## src/rtl/rgf_writeback_if.sv

```systemverilog
`default_nettype none
// ============================================================================
// Module      : rgf_writeback_if
// Description : Bundle of the writeback block's issue, result, decode-check
//               and register-file write signals.
//               Members:
//                 iss_valid/iss_rd                issuing destination
//                 alu_valid/alu_rd/alu_data       ALU result (no backpressure)
//                 lsu_valid/lsu_ready/lsu_rd/lsu_data  LSU result handshake
//                 rs1/rs2/hazard                  decode RAW check
//                 wb_we/wb_wn/wb_data             register-file write port
//                 fwd1_*/fwd2_*                   forwarding (WB_BYPASS_EN)
//               Modport master: the writeback block. Modport slave: its
//               environment (issue, ALU, LSU, decode, register file).
// Revision    : 1.0 - initial release
// ============================================================================
interface rgf_writeback_if #(
    parameter int XLEN = 32
);
    logic            iss_valid;
    logic [4:0]      iss_rd;
    logic            alu_valid;
    logic [4:0]      alu_rd;
    logic [XLEN-1:0] alu_data;
    logic            lsu_valid;
    logic            lsu_ready;
    logic [4:0]      lsu_rd;
    logic [XLEN-1:0] lsu_data;
    logic [4:0]      rs1;
    logic [4:0]      rs2;
    logic            hazard;
    logic            wb_we;
    logic [4:0]      wb_wn;
    logic [XLEN-1:0] wb_data;
`ifdef WB_BYPASS_EN
    logic            fwd1_valid;
    logic            fwd2_valid;
    logic [XLEN-1:0] fwd1_data;
    logic [XLEN-1:0] fwd2_data;

    modport master (
        input  iss_valid, iss_rd, alu_valid, alu_rd, alu_data,
        input  lsu_valid, lsu_rd, lsu_data, rs1, rs2,
        output lsu_ready, hazard, wb_we, wb_wn, wb_data,
        output fwd1_valid, fwd2_valid, fwd1_data, fwd2_data
    );
    modport slave (
        output iss_valid, iss_rd, alu_valid, alu_rd, alu_data,
        output lsu_valid, lsu_rd, lsu_data, rs1, rs2,
        input  lsu_ready, hazard, wb_we, wb_wn, wb_data,
        input  fwd1_valid, fwd2_valid, fwd1_data, fwd2_data
    );
`else
    modport master (
        input  iss_valid, iss_rd, alu_valid, alu_rd, alu_data,
        input  lsu_valid, lsu_rd, lsu_data, rs1, rs2,
        output lsu_ready, hazard, wb_we, wb_wn, wb_data
    );
    modport slave (
        output iss_valid, iss_rd, alu_valid, alu_rd, alu_data,
        output lsu_valid, lsu_rd, lsu_data, rs1, rs2,
        input  lsu_ready, hazard, wb_we, wb_wn, wb_data
    );
`endif
endinterface
`default_nettype wire

```

## src/rtl/rgf_writeback.sv

```systemverilog
`default_nettype none
// ============================================================================
// Module      : rgf_writeback
// Description : Write-side initiator for the 32x32 register file. Merges the
//               single-cycle ALU result path (strict priority) with LSU
//               results buffered in a FIFO, drives the registered write port,
//               and keeps a pending-destination scoreboard for RAW stalls.
//               Ports:
//                 clk  - clock, rising-edge state updates
//                 rst  - asynchronous active-high reset
//                 bus  - rgf_writeback_if.master (issue, ALU, LSU, decode
//                        check, register-file write port)
//               Optional feature macro: WB_BYPASS_EN adds fwd1/fwd2
//               forwarding outputs and ALU-side hazard suppression.
// Revision    : 1.0 - initial release
// ============================================================================
module rgf_writeback #(
    parameter int XLEN       = 32,
    parameter int FIFO_DEPTH = 4
) (
    input  wire logic           clk,
    input  wire logic           rst,
    rgf_writeback_if.master     bus
);
    localparam int             c_aw      = $clog2(FIFO_DEPTH);
    localparam logic [c_aw-1:0] c_ptr_one = 1;
    localparam logic [c_aw:0]   c_cnt_one = 1;
    localparam logic [c_aw:0]   c_full    = (c_aw+1)'(FIFO_DEPTH);

    logic [XLEN-1:0] r_fifo_data [FIFO_DEPTH];
    logic [4:0]      r_fifo_rd   [FIFO_DEPTH];
    logic [c_aw-1:0] r_wptr;
    logic [c_aw-1:0] r_rptr;
    logic [c_aw:0]   r_count;
    logic [31:0]     r_pending;
    logic            r_wb_we;
    logic [4:0]      r_wb_wn;
    logic [XLEN-1:0] r_wb_data;

    logic            w_ready;
    logic            w_push;
    logic            w_alu_go;
    logic            w_pop;
    logic [c_aw:0]   w_count_nxt;
    logic            w_we_nxt;
    logic [4:0]      w_wn_nxt;
    logic [XLEN-1:0] w_data_nxt;
    logic [31:0]     w_pending_nxt;
    logic            w_pend1;
    logic            w_pend2;

    // Readiness comes from the registered count only, so a pop in the same
    // cycle never opens a slot early; forced low while reset is asserted.
    assign w_ready  = !rst && (r_count != c_full);
    // An x0 LSU result completes its handshake but is never enqueued.
    assign w_push   = bus.lsu_valid && w_ready && (bus.lsu_rd != 5'd0);
    assign w_alu_go = bus.alu_valid && (bus.alu_rd != 5'd0);
    assign w_pop    = !w_alu_go && (r_count != '0);

    always_comb begin
        w_count_nxt = r_count;
        if (w_push && !w_pop) begin
            w_count_nxt = r_count + c_cnt_one;
        end else if (!w_push && w_pop) begin
            w_count_nxt = r_count - c_cnt_one;
        end
    end

    // Write-port selection for the next cycle: ALU first, then FIFO head.
    always_comb begin
        w_we_nxt   = 1'b0;
        w_wn_nxt   = r_wb_wn;
        w_data_nxt = r_wb_data;
        if (w_alu_go) begin
            w_we_nxt   = 1'b1;
            w_wn_nxt   = bus.alu_rd;
            w_data_nxt = bus.alu_data;
        end else if (w_pop) begin
            w_we_nxt   = 1'b1;
            w_wn_nxt   = r_fifo_rd[r_rptr];
            w_data_nxt = r_fifo_data[r_rptr];
        end
    end

    // Clear for the launched write first, then apply the issue set so a
    // same-register collision leaves the bit set for the newer instruction.
    always_comb begin
        w_pending_nxt = r_pending;
        if (w_we_nxt) begin
            w_pending_nxt[w_wn_nxt] = 1'b0;
        end
        if (bus.iss_valid && (bus.iss_rd != 5'd0)) begin
            w_pending_nxt[bus.iss_rd] = 1'b1;
        end
        w_pending_nxt[0] = 1'b0;
    end

    always_ff @(posedge clk or posedge rst) begin
        if (rst) begin
            r_wptr    <= '0;
            r_rptr    <= '0;
            r_count   <= '0;
            r_pending <= '0;
            r_wb_we   <= 1'b0;
            r_wb_wn   <= 5'd0;
            r_wb_data <= '0;
        end else begin
            if (w_push) begin
                r_wptr <= r_wptr + c_ptr_one;
            end
            if (w_pop) begin
                r_rptr <= r_rptr + c_ptr_one;
            end
            r_count   <= w_count_nxt;
            r_pending <= w_pending_nxt;
            r_wb_we   <= w_we_nxt;
            r_wb_wn   <= w_wn_nxt;
            r_wb_data <= w_data_nxt;
        end
    end

    // FIFO storage needs no reset; validity is tracked by the pointers.
    always_ff @(posedge clk) begin
        if (w_push) begin
            r_fifo_rd[r_wptr]   <= bus.lsu_rd;
            r_fifo_data[r_wptr] <= bus.lsu_data;
        end
    end

    assign w_pend1 = (bus.rs1 != 5'd0) && r_pending[bus.rs1];
    assign w_pend2 = (bus.rs2 != 5'd0) && r_pending[bus.rs2];

`ifdef WB_BYPASS_EN
    logic w_alu_hit1;
    logic w_alu_hit2;
    logic w_wb_hit1;
    logic w_wb_hit2;

    assign w_alu_hit1 = bus.alu_valid && (bus.rs1 != 5'd0) && (bus.alu_rd == bus.rs1);
    assign w_alu_hit2 = bus.alu_valid && (bus.rs2 != 5'd0) && (bus.alu_rd == bus.rs2);
    assign w_wb_hit1  = r_wb_we && (bus.rs1 != 5'd0) && (r_wb_wn == bus.rs1);
    assign w_wb_hit2  = r_wb_we && (bus.rs2 != 5'd0) && (r_wb_wn == bus.rs2);

    // The in-flight ALU value is newer than the one being written, so it wins.
    assign bus.fwd1_valid = w_alu_hit1 || w_wb_hit1;
    assign bus.fwd2_valid = w_alu_hit2 || w_wb_hit2;
    assign bus.fwd1_data  = w_alu_hit1 ? bus.alu_data : r_wb_data;
    assign bus.fwd2_data  = w_alu_hit2 ? bus.alu_data : r_wb_data;
    assign bus.hazard     = (w_pend1 && !w_alu_hit1) || (w_pend2 && !w_alu_hit2);
`else
    assign bus.hazard     = w_pend1 || w_pend2;
`endif

    assign bus.lsu_ready = w_ready;
    assign bus.wb_we     = r_wb_we;
    assign bus.wb_wn     = r_wb_wn;
    assign bus.wb_data   = r_wb_data;

endmodule
`default_nettype wire

```

## src/flat_wrapper.sv

```systemverilog
// flat-port wrapper written by rule: the top's interface ports become plain ports
module rgf_writeback_flat 
#(
    parameter int XLEN       = 32,
    parameter int FIFO_DEPTH = 4
)
  (clk, rst, bus_iss_valid, bus_iss_rd, bus_alu_valid, bus_alu_rd, bus_alu_data, bus_lsu_valid, bus_lsu_rd, bus_lsu_data, bus_rs1, bus_rs2, bus_lsu_ready, bus_hazard, bus_wb_we, bus_wb_wn, bus_wb_data);
  rgf_writeback_if #(.XLEN(XLEN)) bus_i ();
  input  wire logic clk;
  input  wire logic rst;
  input wire logic [$bits(bus_i.iss_valid)-1:0] bus_iss_valid;
  input wire logic [$bits(bus_i.iss_rd)-1:0] bus_iss_rd;
  input wire logic [$bits(bus_i.alu_valid)-1:0] bus_alu_valid;
  input wire logic [$bits(bus_i.alu_rd)-1:0] bus_alu_rd;
  input wire logic [$bits(bus_i.alu_data)-1:0] bus_alu_data;
  input wire logic [$bits(bus_i.lsu_valid)-1:0] bus_lsu_valid;
  input wire logic [$bits(bus_i.lsu_rd)-1:0] bus_lsu_rd;
  input wire logic [$bits(bus_i.lsu_data)-1:0] bus_lsu_data;
  input wire logic [$bits(bus_i.rs1)-1:0] bus_rs1;
  input wire logic [$bits(bus_i.rs2)-1:0] bus_rs2;
  output wire logic [$bits(bus_i.lsu_ready)-1:0] bus_lsu_ready;
  output wire logic [$bits(bus_i.hazard)-1:0] bus_hazard;
  output wire logic [$bits(bus_i.wb_we)-1:0] bus_wb_we;
  output wire logic [$bits(bus_i.wb_wn)-1:0] bus_wb_wn;
  output wire logic [$bits(bus_i.wb_data)-1:0] bus_wb_data;
  assign bus_i.iss_valid = bus_iss_valid;
  assign bus_i.iss_rd = bus_iss_rd;
  assign bus_i.alu_valid = bus_alu_valid;
  assign bus_i.alu_rd = bus_alu_rd;
  assign bus_i.alu_data = bus_alu_data;
  assign bus_i.lsu_valid = bus_lsu_valid;
  assign bus_i.lsu_rd = bus_lsu_rd;
  assign bus_i.lsu_data = bus_lsu_data;
  assign bus_i.rs1 = bus_rs1;
  assign bus_i.rs2 = bus_rs2;
  assign bus_lsu_ready = bus_i.lsu_ready;
  assign bus_hazard = bus_i.hazard;
  assign bus_wb_we = bus_i.wb_we;
  assign bus_wb_wn = bus_i.wb_wn;
  assign bus_wb_data = bus_i.wb_data;
  rgf_writeback #(.XLEN(XLEN), .FIFO_DEPTH(FIFO_DEPTH)) u_core (.clk(clk), .rst(rst), .bus(bus_i));
endmodule
```

## config.mk

```make
export PLATFORM = sky130hd
export DESIGN_NAME = rgf_writeback_flat
export DESIGN_NICKNAME = d
export VERILOG_FILES = /design/src/rtl/rgf_writeback_if.sv /design/src/rtl/rgf_writeback.sv /design/src/flat_wrapper.sv
export SDC_FILE = /design/constraint.sdc
export NUM_CORES = 1
export LEC_CHECK = 0
export BUFFER_PORTS_ARGS = -buffer_cell sky130_fd_sc_hd__buf_2
export CAP_MARGIN = 20
export CORE_MARGIN = 4
export CORE_UTILIZATION = 40
export CTS_CLUSTER_DIAMETER = 30
export DETAILED_ROUTE_END_ITERATION = 6
export PLACE_DENSITY_LB_ADDON = 0.05
export RECOVER_POWER = 100
export SYNTH_ARGS = -nofsm -noshare
export SYNTH_HDL_FRONTEND = slang
export SYNTH_SLANG_ARGS = --single-unit
```

## constraint.sdc

```tcl
create_clock -name clk -period 2.4 [get_ports clk]
set_clock_uncertainty 0.1 [all_clocks]
set_input_delay 0.12 -clock clk [delete_from_list [all_inputs] [get_ports clk]]
set_output_delay 0.12 -clock clk [all_outputs]
set_load 0.01 [all_outputs]
```

-- Word level (Yosys, flattened, before mapping)
Memory sizes are Yosys's and may differ from the RTL's.
Cells that the tools add are included.
- flip-flop bits (word level): 76
- input port bits: 94
- bits in writable memories: 148
- memories: 2
- memories (memory ; words ; width ; rd ports ; clocked after memory_dff ; write ports ; line ; text):
    u_core.r_fifo_data ; 4 ; 32 ; 1 ; 0 ; 1 ; rgf_writeback.sv:30 ; logic [XLEN-1:0] r_fifo_data [FIFO_DEPTH];
    u_core.r_fifo_rd ; 4 ; 5 ; 1 ; 0 ; 1 ; rgf_writeback.sv:31 ; logic [4:0] r_fifo_rd [FIFO_DEPTH];
- equal/unequal tests: 1
- reductions and logical operators: 25
- order comparisons: 6
- mux-type cells: 20
- bitwise operators: 3
- add/subtract/negate cells: 4
- operators with widths (kind ; count):
    $mux 32 ; 4
    $and 32x32->32 ; 1
    $not 32->32 ; 1
    $or 32x32->32 ; 1
    $reduce_bool 5->1 ; 5
    $lt 5x6->1 const B ; 4
    $logic_and 1x1->1 ; 12
    $bmux 1 s5 ; 2
    $demux 1 s5 ; 2
    $ge 5x1->1 const B ; 2
    $mux 5 ; 2
    $mux 1 ; 8
    $mux 3 ; 2
    $add 2x1->2 const B ; 2
    $logic_not 1->1 ; 4
    $reduce_bool 2->1 ; 2
    $add 3x1->3 const B ; 1
    $ne 3x3->1 const B ; 1
    $reduce_bool 3->1 ; 1
    $sub 3x1->3 const B ; 1
    $logic_or 1x1->1 ; 1

-- Longest topological paths before layout
- depth in word-level cells: 15
- depth in mapped cells: 10

-- Least setup slack after synthesis
No wires, ideal clock.
- kind: register to register
- from: register u_core.r_count[0]
- to: memory u_core.r_fifo_data[0][0], enable pin
- data required time: 1.902 ns
- cell stages (with the launch flop): 6
- period minus slack after synthesis: 2.634 ns
- data arrival time: 2.137 ns
- path slack: -0.234 ns
- library setup time: 0.398 ns
- buffers on the path: 0
- cell sequence: dfrtp_1 > nor2_1 > a21oi_1 > nand2_1 > a21oi_1 > and2_1
- cells in the longest elaborated chain, start to end: 6
- ends and longest elaborated chain (element ; line ; text):
    from (decl) ; rgf_writeback.sv:34 ; logic [c_aw:0] r_count;
    from (signal assigned) ; rgf_writeback.sv:114 ; r_count <= w_count_nxt;
    $ne 3x3->1 ; rgf_writeback.sv:54 ; assign w_ready = !rst && (r_count != c_full);
    $logic_and 1x1->1 ; rgf_writeback.sv:54 ;
    net bus_lsu_ready ; flat_wrapper.sv:21 ; output wire logic [$bits(bus_i.lsu_ready)-1:0] bus_lsu_ready;
    $logic_and 1x1->1 (2 in a row) ; rgf_writeback.sv:56 ; assign w_push = bus.lsu_valid && w_ready && (bus.lsu_rd != 5'd0);
    net u_core.w_push ; rgf_writeback.sv:41 ; logic w_push;
    $mux 1 ; rgf_writeback.sv:124 ; if (w_push) begin
    $mux 1 (not written as such) ; rgf_writeback.sv:126 ; r_fifo_data[r_wptr] <= bus.lsu_data;
    to (decl) ; rgf_writeback.sv:30 ;
The timed path passes the listed nets, and every way through them passes these cells.

-- Worst setup path in the final report
- from: register u_core.r_pending[20]
- to: output port bus_hazard
- cells in the longest elaborated chain, start to end: 4
- elaborated cells between the ends (all ways): 7
- classes of those cells: 4 x mux; 3 x reduce/logical
- ends and longest elaborated chain (element ; line ; text):
    from (decl) ; rgf_writeback.sv:35 ; logic [31:0] r_pending;
    from (signal assigned) ; rgf_writeback.sv:115 ; r_pending <= w_pending_nxt;
    $bmux 1 s5, on equally long branches ; rgf_writeback.sv:130, rgf_writeback.sv:131 ;
    $mux 1, on equally long branches ; rgf_writeback.sv:130, rgf_writeback.sv:131 ;
    $logic_and 1x1->1, on equally long branches ; rgf_writeback.sv:130, rgf_writeback.sv:131 ;
    $logic_or 1x1->1 * ; rgf_writeback.sv:151 ; assign bus.hazard = w_pend1 || w_pend2;
    to (decl) ; flat_wrapper.sv:22 ; output wire logic [$bits(bus_i.hazard)-1:0] bus_hazard;
Every way passes the cells marked *; elsewhere a longest branch is shown, timed or not. The select of a mux whose other input is x is not followed.

==> run metrics <==
P per Cell Area 1230 mW/mm2; number of global-route vias before repair 7126; Worst Path Required 2.18 ns; Synth Area per Inst 14.6 um2; total grt overflow 0; ys async rst share 33.9%; Top FF cell, synth edfxtp_1; final setup fails 2; Area growth, synth to finish 38.2%; core area 0.0236 mm2; DP HPWL 15900 um; drt first-iter violations 336; routed len/inst 18.8 um; #FFs+latches synth 224; crit path time final 2.52 ns; Worst path max stage delay 0.46 ns; hold path cells 4; ant diodes 0; busiest grt layer met2; status finished, violations left; Total Power 16500 uW; GRT Util Overall 18.4%; placed cells 1111; layout cell share with drive strength beyond 1 27.1%; grt met1 use 24.1%; antenna violations before repair 0; CTS tree done; Die Height 163 um; worst-skew pair later-pin latency 0.52 ns; FF-to-FF path depth 5; hold slack 0.0501 ns; fin nets 1033; max_slew headroom -2.48%; first-pass GRT wire length 38600 um; Die W 163 um; startpoint types flip-flop; Pleak 0.00499 uW; CTS H-tree lvls 2; Placer Congestion 0.833; Antenna Nets Post-Route 0; CP max-delay cell mux4_2; post-synthesis cell type count 53; Die ar. 0.0267 mm2; RSZ-0062 raised after global routing true; Post-synth EDFFs 148; Max IR drop VDD 0.811 mV; Num CTS Buffers 51; CP arrival 2.30 ns; synth warn 0; post-route insts no fill 1289; crit end category primary output; CP max FO 2; Rows 56; met3 usage 4.04%; area of the mapped netlist 0.00965 mm2; Max Fclk 0.396 GHz; Initial Util 40.9%; final period utilization 105%; pin count of the biggest net entering global routing 56; pre-CTS setup slack -0.0247 ns; Top Ports 134; met2 usage 31.5%; final setup margin -0.123 ns; Layout Utilization 56.5%; CP Cell Sequence mux4_2, mux2_4, o21a_1, a22oi_1, o2111ai_1, buf_2; max-slew violations 35; Final Hold Viols 0; final WL 24300 um; type of the worst setup path flip-flop to primary output; vias 6671; drt first pass iters 4; violated checks capacitance limit, slew limit, setup timing; vias per cell 5.18; Port Buf Inserts 133; CTS Root Cell clkbuf_16; DRC 0; cells after synthesis 662; Worst-path clk slew 0.04 ns; sequential-to-total area share from yosys stat 65.8%; slew of the pin with the lowest slew margin 1.54 ns; Syn Nets 762; CTS max path bufs 3; Clock Sinks 224; max-cap violation count 1; Hold Path Class input pin to flip-flop
-- cells in the final DEF (no fill, tap or decap), types with 32 or more instances in the layout --
| cell type | Yosys | layout |
|---|---|---|
| a31oi_1 | 49 | 49 |
| buf_2 | 9 | 55 |
| buf_4 | 1 | 32 |
| clkbuf_1 | 22 | 86 |
| clkbuf_16 | 0 | 51 |
| dfrtp_1 | 76 | 75 |
| dlygate4sd3_1 | 0 | 80 |
| edfxtp_1 | 148 | 148 |
| mux4_2 | 49 | 49 |
| nand2_1 | 80 | 80 |
| nor2_1 | 73 | 73 |
-- flip-flops by register name, indices dropped and copies added (netlist names) --
| signal | count |
|---|---|
| u_core.bus.wb_wn | 5 |
| u_core.r_fifo_rd | 20 |
| u_core.r_pending | 31 |
| u_core.r_rptr | 2 |
| u_core.r_count | 3 |
| u_core.r_wptr | 2 |
| u_core.r_fifo_data | 128 |
| u_core.bus.wb_data | 32 |
| u_core.bus.wb_we | 1 |
-- cells by family after synthesis --
logic type	count (synthesis)	synth area share (%)
simple gates	210	9.79
fa+ha+maj	6	0.856
buf+inv	45	2.17
mux	69	13.8
xor+xnor	6	0.545
flops	224	65.8
compound gates	102	7.12
-- through the flow --
| step | TNS (ns) | cell area (um2) |
|---|---|---|
| after floorplan | 0 | 9660 |
| after global placement | 0 | 10900 |
| after detailed placement | -0.0247 | 10900 |
| after CTS | -0.151 | 13500 |
| after global routing | -12.34 | 13300 |
| final | -0.124 | 13300 |
-- Yosys cell counts (5+ instances only) --
cell type	n	area, um2
nor3_1	18	90.1
mux2_2	13	146
nand2_1	80	300
buf_2	9	45.0
mux2i_1	5	50.1
nor2_1	73	274
ha_1	5	62.6
and2_1	8	50.1
a21oi_1	24	120
a31oi_1	49	307
inv_1	5	18.8
clkbuf_1	22	82.6
mux4_2	49	1100
edfxtp_1	148	4440
dfrtp_1	76	1900
-- per-layer routing --
metal / routed length, um / share of wire (%) / vias up
met4: 357 / 1.5 / 0
met3: 1420 / 5.9 / 31
met1: 10300 / 42 / 3355
met5: 0 / 0 / -
li1: - / - / 3083
met2: 12200 / 50 / 202
-- where the power goes --
group / internal, uW / switching (uW)
clock: 4700 / 2030
combinational: 2040 / 2240
sequential: 4970 / 481
-- repair_timing --
item                       in CTS  in global routing
pin swaps                       3                  0
hold buffers                   80                  0
resized for setup               1                  5
hold endpoints to repair      221                  0
setup buffers                   8                  0
setup endpoints to repair       4                 15
-- worst paths after layout --
path,startpoint,end,slack (ns)
max,u_core.r_pending[20],bus_hazard,-0.12
min,bus_alu_rd[2],u_core.bus.wb_wn[2],0.05
max reg2reg,u_core.r_rptr[0],u_core.r_pending[12],0.03
min reg2reg,u_core.bus.wb_wn[0],u_core.bus.wb_wn[0],0.39
max in group asynchronous,rst,u_core.bus.wb_data[1],0.36
min in group asynchronous,rst,u_core.bus.wb_data[18],0.51
-- layout make-up --
type	instances	area (um2)
Clock buffer	64	1400
Clock inverter	26	304
Fill cell	1986	10300
Inverter	7	28.8
Multi-Input combinational cell	393	3110
Sequential cell	224	6350
Tap cell	319	399
Timing Repair Buffer	256	1750
-- worst max-delay path, delay by kind of cell, from the launching register on --
family          cells  cell delay [ns]
flops               1             0.40
mux                 2             0.73
buf+inv             1             0.16
compound gates      3             0.48
Power figures use the tool's default switching activity.
